**config.mk**
```make
export PLATFORM = sky130hd
export DESIGN_NAME = rr_mux_arb
export DESIGN_NICKNAME = d
export VERILOG_FILES = /design/src/rtl/rr_mux_arb.sv
export SDC_FILE = /design/constraint.sdc
export NUM_CORES = 1
export LEC_CHECK = 0
export CORE_MARGIN = 2
export CORE_UTILIZATION = 32
export DETAILED_ROUTE_END_ITERATION = 8
export MAX_ROUTING_LAYER = met4
export PLACE_DENSITY = 0.8
export SYNTH_ARGS = -nofsm -noshare
export SYNTH_HDL_FRONTEND = slang
export SYNTH_SLANG_ARGS = --single-unit
```
**constraint.sdc**
```tcl
create_clock -name clk -period 2.3 [get_ports clk]
set_input_delay 0.23 -clock clk [delete_from_list [all_inputs] [get_ports clk]]
set_output_delay 0.23 -clock clk [all_outputs]
set_load 0.03 [all_outputs]
```
**src/rtl/rr_mux_arb.sv**
```systemverilog
// N-channel registered multiplexer with valid/ready on every port.
// An internal arbiter (fixed priority or round-robin) picks the source channel.
module rr_mux_arb #(
    parameter int unsigned WIDTH = 16,
    parameter int unsigned N     = 4,
    parameter int unsigned MODE  = 1
) (
    input  logic                           clk,
    input  logic                           reset,
    input  logic [N-1:0]                   in_valid,
    output logic [N-1:0]                   in_ready,
    input  logic [N*WIDTH-1:0]             in_data,
    output logic                           out_valid,
    input  logic                           out_ready,
    output logic [WIDTH-1:0]               out_data,
    output logic [((N > 1) ? $clog2(N) : 1)-1:0] out_chan
);

    localparam int unsigned CHAN_W = (N > 1) ? $clog2(N) : 1;

    logic              r_out_valid;
    logic [WIDTH-1:0]  r_out_data;
    logic [CHAN_W-1:0] r_out_chan;
    logic [CHAN_W-1:0] r_ptr;

    logic              w_load;
    logic              w_found;
    logic              w_xfer;
    logic [CHAN_W-1:0] w_base;
    logic [CHAN_W-1:0] w_idx;
    logic [CHAN_W-1:0] w_winner;
    logic [CHAN_W-1:0] w_ptr_nxt;
    logic [WIDTH-1:0]  w_words [N];

    assign w_load = !r_out_valid || out_ready;
    assign w_base = (MODE == 1) ? r_ptr : '0;

    always_comb begin
        for (int i = 0; i < N; i++) begin
            w_words[i] = in_data[i*WIDTH +: WIDTH];
        end
    end

    // Scan channels starting at w_base, wrapping modulo N; first valid one wins.
    always_comb begin
        w_found  = 1'b0;
        w_winner = '0;
        w_idx    = '0;
        for (int k = 0; k < N; k++) begin
            w_idx = CHAN_W'((int'(w_base) + k) % N);
            if (!w_found && in_valid[w_idx]) begin
                w_found  = 1'b1;
                w_winner = w_idx;
            end
        end
    end

    always_comb begin
        in_ready = '0;
        if (w_load && w_found && !reset) begin
            in_ready[w_winner] = 1'b1;
        end
    end

    assign w_xfer    = |in_ready;
    assign w_ptr_nxt = (w_winner == CHAN_W'(N - 1)) ? '0 : w_winner + CHAN_W'(1);

    always_ff @(posedge clk) begin
        if (reset) begin
            r_out_valid <= 1'b0;
            r_out_data  <= '0;
            r_out_chan  <= '0;
            r_ptr       <= '0;
        end else if (w_xfer) begin
            r_out_valid <= 1'b1;
            r_out_data  <= w_words[w_winner];
            r_out_chan  <= w_winner;
            if (MODE == 1) begin
                r_ptr <= w_ptr_nxt;
            end
        end else if (r_out_valid && out_ready) begin
            // Drain: data/chan keep their last value.
            r_out_valid <= 1'b0;
        end
    end

    assign out_valid = r_out_valid;
    assign out_data  = r_out_data;
    assign out_chan  = r_out_chan;

endmodule

```
# --- After elaboration in Yosys (flattened, before gate mapping) ---
# Cells that the tools add are included.
word_totals:
  ff_bits: 21
  word_cells: 57
classes:
  n_addsub: 4
  n_lt_le_gt_ge: 7
  eq_ne: 1
  n_mux: 25
  bitwise: 1
  reduce_logical: 15
ops:
  columns: ["cell", "n"]
  rows:
  - ["$bmux 16 s2", 1]
  - ["$mux 16", 2]
  - ["$lt 2x3->1 const B", 5]
  - ["$mux 1", 11]
  - ["$mux 2", 5]
  - ["$bmux 1 s2", 4]
  - ["$logic_and 1x1->1", 7]
  - ["$logic_not 1->1", 5]
  - ["$add 2x1->2 const B", 2]
  - ["$add 2x2->2 const B", 2]
  - ["$mux 4", 1]
  - ["$reduce_or 4->1", 1]
  - ["$ge 3x3->1 const B", 1]
  - ["$not 2->3", 1]
  - ["$demux 1 s2", 1]
  - ["$eq 2x2->1 const B", 1]
  - ["$ge 2x1->1 const B", 1]
  - ["$reduce_bool 2->1", 1]
  - ["$logic_or 1x1->1", 1]

# --- Logic depth before layout (Yosys ltp) ---
depth:
  word_depth: 19
  mapped_depth: 10
  mapped_depth_nobuf: 8

# --- Worst setup path before layout ---
# Ideal clock, no wire load.
synth_timing:
  path_type: "reg-to-reg"
  startpoint: "register r_ptr[1]"
  endpoint: "register r_out_data[10] (netlist: out_data[10])"
  setup_time_ns: 0.060
  arrival_ns: 2.365
  path_slack_ns: -0.125
  stages_incl_launch_ff: 11
  cell_sequence: "dfxtp_1 mux2i_1 nor2_2 nor3_2 inv_2 buf_2 ha_1 or3_4 a21oi_4 buf_6 a32o_2"
synth_via:
  elab_chain_len: 18
  elab_cells_between_ends: 38
  classes_between: "add/sub: 3; order compare: 2; mux: 22; bitwise: 1; reduce/logical: 10"
synth_rtl:
  columns: ["element", "line", "text"]
  rows:
  - ["start, declared", "24", "logic [CHAN_W-1:0] r_ptr;"]
  - ["start signal, assigned", "79", "r_ptr <= w_ptr_nxt;"]
  - ["branches (longest 18 deep; another with $lt 2x3->1)", null, null]
  - ["end signal, assigned", "76", "r_out_data <= w_words[w_winner];"]
  - ["end, declared", "22", "logic [WIDTH-1:0] r_out_data;"]
# Parallel ways; which one is timed is not known. The select of a mux whose other input is x is not followed.
# A chain may end at the register's enable or synchronous reset.

# --- Worst setup path in the final report ---
layout_timing:
  startpoint: "input in_valid[1]"
  endpoint: "register r_out_data[14] (netlist: out_data[14])"
layout_via:
  elab_chain_len: 18
  elab_cells_between_ends: 35
  classes_between: "order compare: 2; mux: 22; bitwise: 1; reduce/logical: 10"
layout_rtl:
  columns: ["element", "line", "text"]
  rows:
  - ["start, declared", "10", "input logic [N-1:0] in_valid,"]
  - ["$bmux 1 s2", "51", "if (!w_found && in_valid[w_idx]) begin"]
  - ["$mux 1 (implied by the code)", "51", null]
  - ["$mux 1", "51", null]
  - ["$logic_not 1->1", "51", null]
  - ["$logic_and 1x1->1", "51", null]
  - ["$mux 1", "51", null]
  - ["$logic_not 1->1", "51", null]
  - ["$logic_and 1x1->1", "51", null]
  - ["[2 not listed]", null, null]
  - ["$logic_and 1x1->1", "51", null]
  - ["$mux 2", "51", null]
  - ["$lt 2x3->1 (implied by the code) or $ge 2x1->1 (tied branches)", "61", "in_ready[w_winner] = 1'b1;"]
  - ["$logic_and 1x1->1 (implied by the code)", "61", null]
  - ["$mux 1 (implied by the code)", "61", null]
  - ["$demux 1 s2", "61", null]
  - ["$mux 4", "60", "if (w_load && w_found && !reset) begin"]
  - ["$reduce_or 4->1", "65", "assign w_xfer = |in_ready;"]
# Several ways; a longest one is shown, not always the timed one. The select of a mux whose other input is x is not followed.

==> flow_metrics.tcl <==
set metrics [dict create \
    antenna_cells 0 \
    startpoint_type "input port" \
    track_usage 0.170 \
    swShare 0.356 \
    route.met3.wl_um 257 \
    synthCells 145 \
    numCtsBuffers 3 \
    finalWirelength_mm 3.85 \
    clk_latency_ps 250 \
    power_switching_uw 523 \
    syn2layout_area_growth_pct 79.7 \
    die_y_um 69.0 \
    finalClockSkew_ps 0.873 \
    cp-end-kind "register" \
    rsz0062_at_grt "no" \
    synth_top_cell_by_area "dfxtp_1" \
    grt_max_degree 34 \
    clockBufferDepth 2 \
    worstPathCellList "clkdlybuf4s50_1 > a21oi_1 > o21a_1 > o22ai_4 > inv_4 > ha_1 > or3_4 > a21oi_4 > buf_4 > a32o_2" \
    fin_ws_ps 121 \
    worstSetupPathType "input port to register" \
    crit_required_ps 2500 \
    hold-worst-slack_ps 467 \
    outcome "complete, no violations" \
    antenna_found_initial 0 \
    max_slew_margin 0.743 \
    cpMaxStageDelayCell "clkdlybuf4s50_1" \
    cp.buffers_inverters 3 \
    synth_fp_nets 217 \
    power_frac_seq 0.318 \
    initial_core_util 0.336 \
    die_w_um 69.0 \
    drv_cap 0 \
    yosysWarningCount 0 \
    grt_pass1_wl_mm 6.65 \
    clk_pin_slew_ps 70 \
    hold_viol_final 0 \
    rows 23 \
    peakVddDrop_mv 0.487 \
    cp_max_fo 6 \
    hold_path_class "register to register" \
    finalNetCount 318 \
    dp_slack_ps -157 \
    min-delay-start "out_data[0]$_SDFFE_PP0P_" \
    place_congestion 0.805 \
    p_per_area_nw_per_um2 605 \
    setup_violations 0 \
    max_freq_mhz 459 \
    cts_num_sinks 21 \
    port_buffers 93 \
    crit_family "buffers and inverters" \
    synth_top_area_frac 0.311 \
    internal-power_uw 948 \
    met2_length_mm 1.97 \
    ys_types 29 \
    combPwrFrac 0.522 \
    ys_ff_latch 21 \
    crit_arrival_ps 2380 \
    drt_pass1_iterations 4 \
    dp_hpwl_mm 2.97 \
    clock_power_share 0.160 \
    tritoncts "done" \
    drtIter0Drc 43 \
    dieArea_um2 4770 \
    io_pins 94 \
    wl_met1_mm 1.60 \
    top_layer_used "met4" \
    synthesis.area_um2 1350 \
    grt_pass1_vias 1457 \
    clockRootBuffer "clkbuf_8" \
    setup_tns_ps 0 \
    grt.overflow.total 0 \
    routedWlPerCell_um 13.1 \
    via_count 1451 \
    post_synth.cell_area_avg_um2 9.34 \
    core-area_um2 4030 \
    drc 0 \
    synth.area.top_cells "dfxtp_1 (31%), mux2i_1 (24%), nand2_1 (9.4%)" \
    cts_hold_buf 0 \
    drive_gt1_frac 0.155 \
    power_leakage_uw 0.00102 \
    ctsHtreeMaxLevel 1 \
    startpoint "in_valid[1]" \
    tightest_slew_ps 386 \
    ant_nets 0 \
    min_period_over_period 0.947 \
    cp_slowest_stage_delay_ps 570 \
    slew_viol_final 0 \
    timing.rr.start "r_ptr[1]$_SDFFE_PP0P_" \
    viasPerCell 4.92 \
    ys_seq_area_frac 0.311 \
    finalCriticalPeriod_ps 2180 \
]
-- routing by layer --
metal,GRT usage,up-vias
met3,0.0599,4
met5,-,-
met4,0.0196,0
met2,0.301,48
met1,0.190,665
li1,-,734
-- worst paths after layout --
| check | end | slack [ps] | cells after the start |
|---|---|---|---|
| hold / removal | out_data[0]$_SDFFE_PP0P_ | 470 | 1 |
| setup / recovery | out_data[14]$_SDFFE_PP0P_ | 120 | 10 |
| hold reg to reg | out_data[0]$_SDFFE_PP0P_ | 470 | 1 |
| setup reg to reg | out_data[14]$_SDFFE_PP0P_ | 210 | 9 |
-- through the flow --
step	cells	power, uW	util	area (um^2)
3_3_place_gp	291	1240	0.591	2380
3_5_place_dp	291	1250	0.591	2380
4_1_cts	295	1490	0.603	2430
2_1_floorplan	145	920	-	1360
6_report	295	1470	0.604	2430
5_1_grt	295	1560	0.604	2430
-- power groups by stage --
stage / logic, uW / clock network [uW] / registers (uW)
floorplan: 330 / 0 / 590
global placement: 767 / 0 / 471
detailed placement: 773 / 0 / 475
CTS: 776 / 244 / 468
global route: 827 / 262 / 476
finish: 767 / 236 / 468
-- cells by family after synthesis --
logic type,count (synthesis),synth area share
flip-flops,21,0.311
AO/OA/AOI/OAI,29,0.212
AND/OR/NAND/NOR,49,0.164
adder cells (fa/ha/maj),1,0.00924
multiplexers,33,0.244
buffers and inverters,12,0.0610
-- cell usage in the layout (no fill, tap or decap), types with 2 or more instances in the layout --
cell type        instances
a32o_1                   6
a211oi_1                 3
and3_1                   3
nand2_1                 34
clkdlybuf4s50_1         88
clkbuf_8                 3
a21oi_1                  4
dfxtp_1                 20
a32o_2                  10
mux2i_1                 33
nor2_1                   4
nand2b_1                 2
buf_4                   13
-- state kept, by name, indices dropped and copies added, names as in the netlist --
name       cells
out_valid      1
r_ptr          2
out_data      16
out_chan       2
-- cells in the mapped netlist --
master / n
clkbuf_1: 1
o21a_1: 1
nor3_2: 1
mux2i_1: 33
and2_1: 1
or3_4: 1
a32o_1: 6
o22ai_4: 1
inv_1: 1
buf_2: 4
a21oi_4: 1
nor2b_1: 1
a21oi_1: 4
nand2b_1: 2
a32o_2: 10
nor3b_1: 1
o31a_1: 1
nor2_1: 4
ha_1: 1
buf_6: 4
dfxtp_1: 21
and3_1: 3
inv_4: 1
nand2_1: 34
inv_2: 1
a211oi_1: 3
a21boi_1: 1
nor2_2: 1
o41a_1: 1
-- final cells by class --
cell class	count	area (um^2)
Sequential cell	21	422
Inverter	3	13.8
Clock buffer	4	45.0
Tap cell	50	62.6
Multi-Input combinational cell	112	862
Fill cell	370	1600
Timing Repair Buffer	105	1030
-- timing repair --
| action | CTS | global route |
|---|---|---|
| gates resized for setup | 2 | 4 |
| setup buffers | 0 | 0 |
| setup endpoints to repair | 1 | 2 |
Power figures use the tool's default switching activity.
